--- config.mk ---
export PLATFORM = sky130hd
export DESIGN_NAME = counter_cmd_ctrl_flat
export DESIGN_NICKNAME = d
export VERILOG_FILES = /design/src/rtl/counter_cmd_ctrl_if.sv /design/src/rtl/counter_cmd_ctrl.sv /design/src/flat_wrapper.sv
export SDC_FILE = /design/constraint.sdc
export NUM_CORES = 1
export LEC_CHECK = 0
export ABC_AREA = 1
export ABC_CLOCK_PERIOD_IN_PS = 1540
export BUFFER_PORTS_ARGS = -buffer_cell sky130_fd_sc_hd__buf_4
export CAP_MARGIN = 40
export CORE_MARGIN = 2
export CORE_UTILIZATION = 54
export DETAILED_ROUTE_END_ITERATION = 16
export GPL_TIMING_DRIVEN = 0
export PLACE_DENSITY = 0.8
export SYNTH_ARGS = -nofsm -noshare
export SYNTH_HDL_FRONTEND = slang
export SYNTH_SLANG_ARGS = --single-unit
--- constraint.sdc ---
create_clock -name clk -period 1.54 [get_ports clk]
set_clock_uncertainty 0.1 [all_clocks]
set_input_delay 0.462 -clock clk [delete_from_list [all_inputs] [get_ports clk]]
set_output_delay 0.462 -clock clk [all_outputs]
set_load 0.05 [all_outputs]
--- src/rtl/counter_cmd_ctrl_if.sv ---
// Push-button and command bundle between the button front end and the 5-bit counter.
interface counter_cmd_ctrl_if;
    logic Btn_Load;
    logic Btn_Up;
    logic Btn_Down;
    logic High;
    logic Low;
    logic Load;
    logic Up;
    logic Down;
    logic Held;

    // Master drives buttons and counter flags; slave (this block) returns commands.
    modport master (
        output Btn_Load, Btn_Up, Btn_Down, High, Low,
        input  Load, Up, Down, Held
    );

    modport slave (
        input  Btn_Load, Btn_Up, Btn_Down, High, Low,
        output Load, Up, Down, Held
    );
endinterface

--- src/rtl/counter_cmd_ctrl.sv ---
// Button conditioning for the up/down counter: synchronize, debounce, arbitrate,
// auto-repeat on hold and saturate against the counter's High/Low flags.
module counter_cmd_ctrl #(
    parameter int unsigned DEB_CYCLES   = 4,
    parameter int unsigned REPEAT_DELAY = 16,
    parameter int unsigned REPEAT_RATE  = 4,
    parameter int unsigned TMR_W        = 8
) (
    input  logic               clk,
    input  logic               rst,
    counter_cmd_ctrl_if.slave  bus
);

    localparam int unsigned NBTN     = 3;
    localparam int unsigned BTN_LOAD = 0;
    localparam int unsigned BTN_UP   = 1;
    localparam int unsigned BTN_DOWN = 2;

    typedef enum logic [1:0] {
        IDLE     = 2'd0,
        DELAY    = 2'd1,
        REPEAT   = 2'd2,
        WAIT_REL = 2'd3
    } state_t;

    typedef enum logic [1:0] {
        CMD_LOAD = 2'd0,
        CMD_UP   = 2'd1,
        CMD_DOWN = 2'd2
    } cmd_t;

    logic [NBTN-1:0] raw;
    logic [NBTN-1:0] sync1;
    logic [NBTN-1:0] sync2;
    logic [NBTN-1:0] deb;

    assign raw = {bus.Btn_Down, bus.Btn_Up, bus.Btn_Load};

    // Two-flop synchronizer per button.
    always_ff @(posedge clk) begin
        if (rst) begin
            sync1 <= '0;
            sync2 <= '0;
        end else begin
            sync1 <= raw;
            sync2 <= sync1;
        end
    end

    // Debounce: level flips after DEB_CYCLES consecutive mismatching samples.
    for (genvar g = 0; g < NBTN; g++) begin : g_deb
        logic [TMR_W-1:0] deb_cnt;

        always_ff @(posedge clk) begin
            if (rst) begin
                deb[g]  <= 1'b0;
                deb_cnt <= '0;
            end else if (sync2[g] == deb[g]) begin
                deb_cnt <= '0;
            end else if (deb_cnt == TMR_W'(DEB_CYCLES - 1)) begin
                deb[g]  <= ~deb[g];
                deb_cnt <= '0;
            end else begin
                deb_cnt <= deb_cnt + TMR_W'(1);
            end
        end
    end

    state_t           state_q, state_d;
    cmd_t             cmd_q, cmd_d;
    logic [TMR_W-1:0] tmr_q, tmr_d;
    logic             fire;
    logic             cap_level;
    logic             load_d, up_d, down_d, held_d;
    logic             load_q, up_q, down_q, held_q;

    // Only Up/Down ever reach DELAY/REPEAT, so the captured level is one of those two.
    assign cap_level = (cmd_q == CMD_DOWN) ? deb[BTN_DOWN] : deb[BTN_UP];

    always_ff @(posedge clk) begin
        if (rst) begin
            state_q <= IDLE;
            cmd_q   <= CMD_LOAD;
            tmr_q   <= '0;
            load_q  <= 1'b0;
            up_q    <= 1'b0;
            down_q  <= 1'b0;
            held_q  <= 1'b0;
        end else begin
            state_q <= state_d;
            cmd_q   <= cmd_d;
            tmr_q   <= tmr_d;
            load_q  <= load_d;
            up_q    <= up_d;
            down_q  <= down_d;
            held_q  <= held_d;
        end
    end

    always_comb begin
        state_d = state_q;
        cmd_d   = cmd_q;
        tmr_d   = tmr_q;
        fire    = 1'b0;

        unique case (state_q)
            IDLE: begin
                if (deb[BTN_LOAD]) begin
                    cmd_d   = CMD_LOAD;
                    fire    = 1'b1;
                    state_d = WAIT_REL;
                end else if (deb[BTN_DOWN]) begin
                    cmd_d   = CMD_DOWN;
                    fire    = 1'b1;
                    tmr_d   = TMR_W'(REPEAT_DELAY - 1);
                    state_d = DELAY;
                end else if (deb[BTN_UP]) begin
                    cmd_d   = CMD_UP;
                    fire    = 1'b1;
                    tmr_d   = TMR_W'(REPEAT_DELAY - 1);
                    state_d = DELAY;
                end
            end
            DELAY, REPEAT: begin
                if (!cap_level) begin
                    state_d = IDLE;
                end else if (tmr_q == '0) begin
                    fire    = 1'b1;
                    tmr_d   = TMR_W'(REPEAT_RATE - 1);
                    state_d = REPEAT;
                end else begin
                    tmr_d = tmr_q - TMR_W'(1);
                end
            end
            WAIT_REL: begin
                if (deb == '0) begin
                    state_d = IDLE;
                end
            end
            default: begin
                state_d = IDLE;
            end
        endcase

        // Saturation masks only the pulse; timers and state still advance.
        load_d = fire && (cmd_d == CMD_LOAD);
        up_d   = fire && (cmd_d == CMD_UP) && !bus.High;
        down_d = fire && (cmd_d == CMD_DOWN) && !bus.Low;
        held_d = (state_d != IDLE);
    end

    assign bus.Load = load_q;
    assign bus.Up   = up_q;
    assign bus.Down = down_q;
    assign bus.Held = held_q;

endmodule

--- src/flat_wrapper.sv ---
// flat-port wrapper written by rule: the top's interface ports become plain ports
module counter_cmd_ctrl_flat 
#(
    parameter int unsigned DEB_CYCLES   = 4,
    parameter int unsigned REPEAT_DELAY = 16,
    parameter int unsigned REPEAT_RATE  = 4,
    parameter int unsigned TMR_W        = 8
)
  (clk, rst, bus_Btn_Load, bus_Btn_Up, bus_Btn_Down, bus_High, bus_Low, bus_Load, bus_Up, bus_Down, bus_Held);
  counter_cmd_ctrl_if bus_i ();
  input  logic clk;
  input  logic rst;
  input wire logic [$bits(bus_i.Btn_Load)-1:0] bus_Btn_Load;
  input wire logic [$bits(bus_i.Btn_Up)-1:0] bus_Btn_Up;
  input wire logic [$bits(bus_i.Btn_Down)-1:0] bus_Btn_Down;
  input wire logic [$bits(bus_i.High)-1:0] bus_High;
  input wire logic [$bits(bus_i.Low)-1:0] bus_Low;
  output wire logic [$bits(bus_i.Load)-1:0] bus_Load;
  output wire logic [$bits(bus_i.Up)-1:0] bus_Up;
  output wire logic [$bits(bus_i.Down)-1:0] bus_Down;
  output wire logic [$bits(bus_i.Held)-1:0] bus_Held;
  assign bus_i.Btn_Load = bus_Btn_Load;
  assign bus_i.Btn_Up = bus_Btn_Up;
  assign bus_i.Btn_Down = bus_Btn_Down;
  assign bus_i.High = bus_High;
  assign bus_i.Low = bus_Low;
  assign bus_Load = bus_i.Load;
  assign bus_Up = bus_i.Up;
  assign bus_Down = bus_i.Down;
  assign bus_Held = bus_i.Held;
  counter_cmd_ctrl #(.DEB_CYCLES(DEB_CYCLES), .REPEAT_DELAY(REPEAT_DELAY), .REPEAT_RATE(REPEAT_RATE), .TMR_W(TMR_W)) u_core (.clk(clk), .rst(rst), .bus(bus_i));
endmodule
==> metrics.md, run 1 <==
| Metric | Value |
|---|---|
| Worst-Margin Slew | `0.333 ns` |
| Synth Flop Type | `dfxtp_1` |
| CP Launch Type | `flop` |
| DRT Pass-1 Iters | `4` |
| Worst path required time | `1.65 ns` |
| Syn Std Cell Area | `0.00220 mm²` |
| Largest net degree at the start of global routing | `14` |
| Worst path slowest cell | `dfxtp_2` |
| DRC violations left | `0` |
| P_int | `1.60 mW` |
| Sequential power share | `62.8%` |
| Setup TNS | `-0.0137 ns` |
| H-tree depth | `2` |
| Mapped Cells | `296` |
| CTS tree | `built` |
| Clk pwr share | `34.2%` |
| Die height | `67.8 µm` |
| Max VDD drop | `0.570 mV` |
| Met3 Use GR | `4.61%` |
| Die footprint | `0.00460 mm²` |
| Synth Register Bits | `49` |
| Sw power | `0.439 mW` |
| Global Route Usage Sum | `19.2%` |
| Initial Util | `55.4%` |
| Worst skew pair latency | `0.30 ns` |
| Die width | `67.8 µm` |
| CTS Sinks | `49` |
| Fmax | `0.646 GHz` |
| Syn nets | `309` |
| Critical path endpoint category | `flop` |
| RSZ-0062 raised after global routing | `true` |
| Layout cells sized above 1 | `21.4%` |
| Critical path arrival | `1.66 ns` |
| Final Max Slew Viols | `0` |
| Syn avg cell area | `7.44 µm²` |
| Post-synth EDFFs | `0` |
| Placer Congestion | `0.803` |
| Core region area | `0.00397 mm²` |
| Final worst-path setup slack | `-0.00775 ns` |
| Footprint of the multi-input gates | `0.00119 mm²` |
| Worst hold path class | `input port to flop` |
| Util after Layout | `66.1%` |
| IO Port Bufs | `9` |
| # setup viols final | `2` |
| # fillers | `333` |
| Layer with the highest usage | `met2` |
| WL/cell | `10.9 µm` |
| Sw Share | `21.5%` |
| Ports | `11` |
| Met2 usage | `31.1%` |
| Register area | `985 µm²` |
| Final Cycle Share | `101%` |
| Initial drt markers | `116` |
| CP Max Fanout | `5` |
| Vias per cell | `5.03` |
| Number of library cell types mapped by synthesis | `31` |
| Vias in the first global route | `1630` |
| Failing checks | `setup timing` |
| Status | `finished with violations` |
| Tmin final | `1.55 ns` |
| CTS Buf Count | `5` |
| Clock Tree Buf Depth | `2` |
| Initial antenna violation count | `0` |
| Kind of critical path | `flop to flop` |
| Relative slew slack | `77.6%` |
| Post-DRT Antenna Nets | `0` |
| Maxcap violations | `0` |
| Pleak | `1.11 nW` |
| Clock transition at path regs | `0.08 ns` |
| Total gr overflow | `0` |
| Hold Vio Cnt, Final | `0` |
| Grt met1 use | `23.5%` |
| CP max stage delay | `0.35 ns` |
| Nets | `332` |
| Hpwl dp | `2610 µm` |
| Total power per unit cell area | `776 mW/mm²` |
| N_diodes | `0` |
| P&R area growth vs syn | `19.3%` |
| First-pass GRT wire length | `6690 µm` |
| Yosys Warn Count | `0` |
| Vias | `1850` |
| Crit-path cells | `inv_2, ha_4, o21ai_2, nor2_4, nand2_4, inv_4, nand2_2, o21ai_1, nor2_1` |
| Rows | `23` |
| WL final | `4020 µm` |
| Comb pwr share | `3.0%` |
| Sequential area share after synthesis | `44.6%` |
| Worst hold slack | `0.256 ns` |
| Root Driver | `clkbuf_8` |
| Async S/R FF share, synth | `0%` |
-- flip-flops by register name, summed over array words and instances, names as in the netlist --
signal,cells
u_core.g_deb.deb_cnt,24
u_core.tmr_q,8
u_core.deb,3
u_core.sync1,3
u_core.sync2,3
u_core.cmd_q,2
u_core.state_q,2
u_core.bus.Down,1
u_core.bus.Held,1
u_core.bus.Load,1
u_core.bus.Up,1
-- worst paths after layout --
path | start | depth (start not counted) | end | slack [ns]
worst min-delay path | bus_Btn_Down | 3 | u_core.sync1[2]$_SDFF_PP0_ | 0.26
worst max register to register | u_core.state_q[0]$_SDFF_PP0_ | 9 | u_core.tmr_q[5]$_SDFFE_PP0P_ | -0.008
worst min register to register | u_core.sync1[0]$_SDFF_PP0_ | 2 | u_core.sync2[0]$_SDFF_PP0_ | 0.30
worst max-delay path | u_core.state_q[0]$_SDFF_PP0_ | 9 | u_core.tmr_q[5]$_SDFFE_PP0P_ | -0.008
-- power groups by stage --
stage / registers [mW] / clock network (mW) / logic, mW
2_1_floorplan: 1.31 / 0 / 0.0347
3_3_place_gp: 1.31 / 0 / 0.0530
3_5_place_dp: 1.31 / 0 / 0.0538
4_1_cts: 1.28 / 0.716 / 0.0556
5_1_grt: 1.28 / 0.767 / 0.0677
6_report: 1.28 / 0.697 / 0.0607
-- per-stage QoR --
stage	instance area (µm²)	total power [mW]	setup slack [ns]	cells
4_1_cts	2500	2.05	-0.0327	366
3_5_place_dp	2340	1.37	-0.141	355
3_3_place_gp	2340	1.36	-0.122	355
2_1_floorplan	2210	1.35	0.0529	296
6_report	2630	2.04	-0.00775	368
5_1_grt	2630	2.12	-0.109	368
-- kinds of logic after synthesis --
kind of cell / Yosys count / share of synthesized area [%]
simple gates: 151 / 31.7
buf+inv: 49 / 8.64
flops: 49 / 44.6
compound gates: 30 / 7.33
xor+xnor: 11 / 4.38
fa+ha+maj: 6 / 3.41
-- area by class of cell --
cell class	instances	area share, %
Buffer	3	0.667
Inverter	46	6.67
Clock buffer	5	2.62
Clock inverter	1	0.191
Tap cell	50	2.38
Multi-Input combinational cell	199	45.4
Sequential cell	49	37.5
Timing Repair Buffer	15	4.57
-- synth_stat cells (4+ instances only) --
cell,n,share of area [%]
inv_1,45,7.7
or2_2,5,1.4
a21oi_1,15,3.4
o21ai_0,8,1.8
nand2_1,49,8.4
dfxtp_1,49,45
nor2_2,4,1.1
xor2_1,8,3.2
nor3_1,12,2.7
nand4_1,5,1.4
nor3b_1,4,1.4
nor2_1,40,6.8
nand3_1,24,5.5
ha_1,6,3.4
-- layer usage --
| metal | wire length, µm | share of wire [%] |
|---|---|---|
| met4 | 99 | 2.5 |
| met3 | 143 | 3.6 |
| met2 | 1900 | 47 |
| met5 | 0 | 0 |
| met1 | 1880 | 47 |
-- layout by cell type (no fill, tap or decap), types with 6 or more instances in the layout --
cell type,Yosys,final
a21oi_1,15,14
buf_4,1,14
dfxtp_1,49,46
inv_1,45,40
nand2_1,49,47
nand3_1,24,18
nor2_1,40,39
nor3_1,12,11
o21ai_0,8,6
xor2_1,8,8
-- worst max-delay path, delay by kind of cell, from the launching register on --
family | cells | cell delay (ns)
DFF | 1 | 0.35
adders and majority gates | 1 | 0.29
AOI/OAI and AO/OA | 2 | 0.21
and+or+nand+nor | 4 | 0.35
buffers and inverters | 2 | 0.14
-- what timing repair did --
item | CTS | global route
resized for setup | 14 | 29
gates cloned | 1 | 0
hold buffers | 0 | 0
endpoints found under the setup margin | 19 | 32
buffers inserted | 4 | 2
pin swaps | 4 | 7
(Power assumes the default switching activity.)
==> run 2, diff against run 1 <==
CORE_ASPECT_RATIO = 0.9   (was not set)
==> run 2 against run 1 <==
The run still ends with setup timing left. Register-to-register slack worse by 0.09 ns. Critical endpoint is now u_core.tmr_q[3]$_SDFFE_PP0P_. Flip-flop and latch count is the same. Critical path type unchanged. Highest routed layer unchanged. Die area about the same.
==> metrics.md, run 2 (synthesis results as in run 1) <==
| Metric | Value |
|---|---|
| Root Driver | `clkbuf_8` |
| WL/cell | `13.2 µm (+21%)` |
| IO Port Bufs | `9 (unchanged)` |
| Max reg flops | `24 (unchanged)` |
| Most frequent cells in the layout | `nand2_1, dfxtp_1, inv_1, nor2_1, buf_4` |
| Final Max Slew Viols | `0 (unchanged)` |
| Max VDD drop | `0.547 mV (-4.0%)` |
| Critical path endpoint category | `flop` |
| Layout cells sized above 1 | `25.3% (+3.9 points)` |
| Relative slew slack | `77.5% (-0.16 points)` |
| R2R Path End | `u_core.tmr_q[3]$_SDFFE_PP0P_` |
| Commonest non-fill, non-tap cell in the layout | `nand2_1` |
| Total power per unit cell area | `820 mW/mm² (+5.6%)` |
| Grt met1 use | `25.9% (+2.4 points)` |
| CTS tree | `built` |
| Final Cycle Share | `106% (+5.7 points)` |
| Status | `finished with violations` |
| FF-to-FF path depth | `8 (-1)` |
| H-tree depth | `2 (unchanged)` |
| Post-DRT Antenna Nets | `0 (unchanged)` |
| Hpwl dp | `2840 µm (+8.7%)` |
| Die footprint | `0.00460 mm² (about the same)` |
| Failing checks | `setup timing` |
| Tmin final | `1.64 ns (+0.0875 ns)` |
| Worst hold path class | `input port to flop` |
| N_diodes | `0 (unchanged)` |
| # fillers | `288 (-14%)` |
| P&R area growth vs syn | `23.6%` |
| R2r startpoint | `u_core.state_q[1]$_SDFF_PP0_` |
| Fmax | `0.612 GHz (-5.4%)` |
| Levels on crit path | `8 (-1)` |
| Placer Congestion | `0.813 (+1.1%)` |
| Worst path slowest cell | `dfxtp_2` |
| CTS Buf Count | `5 (unchanged)` |
| Ports | `11 (unchanged)` |
| Setup TNS | `-0.227 ns (-0.213 ns)` |
| Pleak | `1.16 nW (+4.6%)` |
| Worst setup path startpoint | `u_core.state_q[1]$_SDFF_PP0_` |
| Worst hold slack | `0.258 ns (+0.00227 ns)` |
| Final worst-path setup slack | `-0.0953 ns (-0.0875 ns)` |
| Initial Util | `55.1% (-0.28 points)` |
| Global Route Usage Sum | `21.3% (+2.1 points)` |
| Die height | `64.6 µm (-4.8%)` |
| Hold Vio Cnt, Final | `0 (unchanged)` |
| Critical path arrival | `1.74 ns (+0.08 ns)` |
| Kind of critical path | `flop to flop` |
| Hold Buf Count CTS | `0 (unchanged)` |
| Biggest register | `u_core.g_deb.deb_cnt` |
| Initial drt markers | `282 (+140%)` |
| Worst skew pair latency | `0.31 ns (about the same)` |
| Worst-Margin Slew | `0.335 ns (+0.00242 ns)` |
| Die width | `71.3 µm (+5.1%)` |
| WL final | `4980 µm (+24%)` |
| Clock Tree Buf Depth | `2 (unchanged)` |
| CTS Sinks | `49 (unchanged)` |
| CP bufs+invs | `2 (unchanged)` |
| CP Launch Type | `flop` |
| CP delay by family, top | `simple AND/OR/NAND/NOR gates` |
| Met2 usage | `34.7% (+3.6 points)` |
| CP max stage delay | `0.36 ns (about the same)` |
| Clock transition at path regs | `0.09 ns (about the same)` |
| Maxcap violations | `0 (unchanged)` |
| RSZ-0062 raised after global routing | `true` |
| Largest regs | `u_core.g_deb.deb_cnt (24), u_core.tmr_q (8)` |
| Vias | `2065 (+12%)` |
| DRT Pass-1 Iters | `5 (+1)` |
| Total gr overflow | `0 (unchanged)` |
| Flop2flop setup slack | `-0.1 ns (-0.09 ns)` |
| Nets | `341 (+2.7%)` |
| First-pass GRT wire length | `7700 µm (+15%)` |
| Initial antenna violation count | `0 (unchanged)` |
| DRC violations left | `0 (unchanged)` |
| Met3 Use GR | `5.91% (+1.3 points)` |
| CP Capture Point | `u_core.tmr_q[3]$_SDFFE_PP0P_` |
| Worst path required time | `1.64 ns (about the same)` |
| Rows | `22 (-4.3%)` |
| Vias per cell | `5.49 (+9.2%)` |
| Vias in the first global route | `1829 (+12%)` |
| Core region area | `0.00399 mm² (+0.50%)` |
| CP Max Fanout | `5 (unchanged)` |
| Largest net degree at the start of global routing | `15 (+1)` |
| Layer with the highest usage | `met2` |
| # setup viols final | `5 (+3)` |
| Crit-path cells | `inv_2, ha_4, o21ai_2, nor2_4, nand2_4, buf_4, nor3_2, nor2_1` |
run 2: cell count changes in the layout (fill, tap and decap cells not counted), moves of 2 or more:
cell,change
nor3b_1,+2
dfxtp_2,+3
buf_4,+10
nor3b_2,-2
nand2_2,+3
o21ai_2,-2
dfxtp_1,-4
o21ai_1,+3
nand2_1,-2
run 2: final cells by class:
class	instances	area, µm²	area share (%)
Timing Repair Buffer	24	184	6.76
Tap cell	48	60.1	2.21
Clock inverter	2	35.0	1.29
Sequential cell	49	992	36.5
Inverter	46	175	6.44
Multi-Input combinational cell	199	1190	43.7
Buffer	3	17.5	0.644
Clock buffer	5	68.8	2.53
run 2: report_power, final:
| part | total, mW | leakage [nW] | internal [mW] | switching, mW |
|---|---|---|---|---|
| clock network | 0.884 | 0.0540 | 0.472 | 0.412 |
| logic | 0.0656 | 0.708 | 0.0265 | 0.0390 |
| registers | 1.28 | 0.400 | 1.27 | 0.00634 |
run 2: worst min path at each step:
stage / cells past startpoint / startpoint / endpoint
3_5_place_dp: 2 / u_core.sync1[1]$_SDFF_PP0_ / u_core.sync2[1]$_SDFF_PP0_
4_1_cts: 3 / bus_Btn_Down / u_core.sync1[2]$_SDFF_PP0_
2_1_floorplan: 2 / u_core.sync1[0]$_SDFF_PP0_ / u_core.sync2[0]$_SDFF_PP0_
6_report: 3 / bus_Btn_Down / u_core.sync1[2]$_SDFF_PP0_
3_3_place_gp: 2 / u_core.sync1[0]$_SDFF_PP0_ / u_core.sync2[0]$_SDFF_PP0_
5_1_grt: 3 / bus_Btn_Down / u_core.sync1[2]$_SDFF_PP0_
run 2: worst register-to-register path, stage by stage, from the launching register on:
cell	delay (ns)
dfxtp_2	0.36
inv_2	0.05
ha_4	0.29
o21ai_2	0.08
nor2_4	0.15
nand2_4	0.11
buf_4	0.15
nor3_2	0.16
nor2_1	0.08
run 2: timing repair:
action | in CTS | in global routing
gates resized for setup | 16 | 32
endpoints found under the setup margin | 19 | 33
buffers inserted | 4 | 11
pin swaps | 5 | 11
cloned | 1 | 0
run 2: metrics by stage:
stage	utilization, %	setup WS (ns)	cell area, µm²	cells	power [mW]
6_report	68.2	-0.0953	2720	376	2.23
5_1_grt	68.2	-0.159	2720	376	2.32
4_1_cts	63.6	-0.0124	2540	365	2.24
3_5_place_dp	58.7	-0.145	2340	353	1.37
3_3_place_gp	58.7	-0.111	2340	353	1.36
2_1_floorplan	-	0.0529	2210	296	1.35
run 2: per-layer routing:
metal / up-vias / routed length, µm
met5: - / 0
li1: 1010 / -
met4: 0 / 163
met3: 23 / 289
met1: 949 / 2210
met2: 83 / 2310
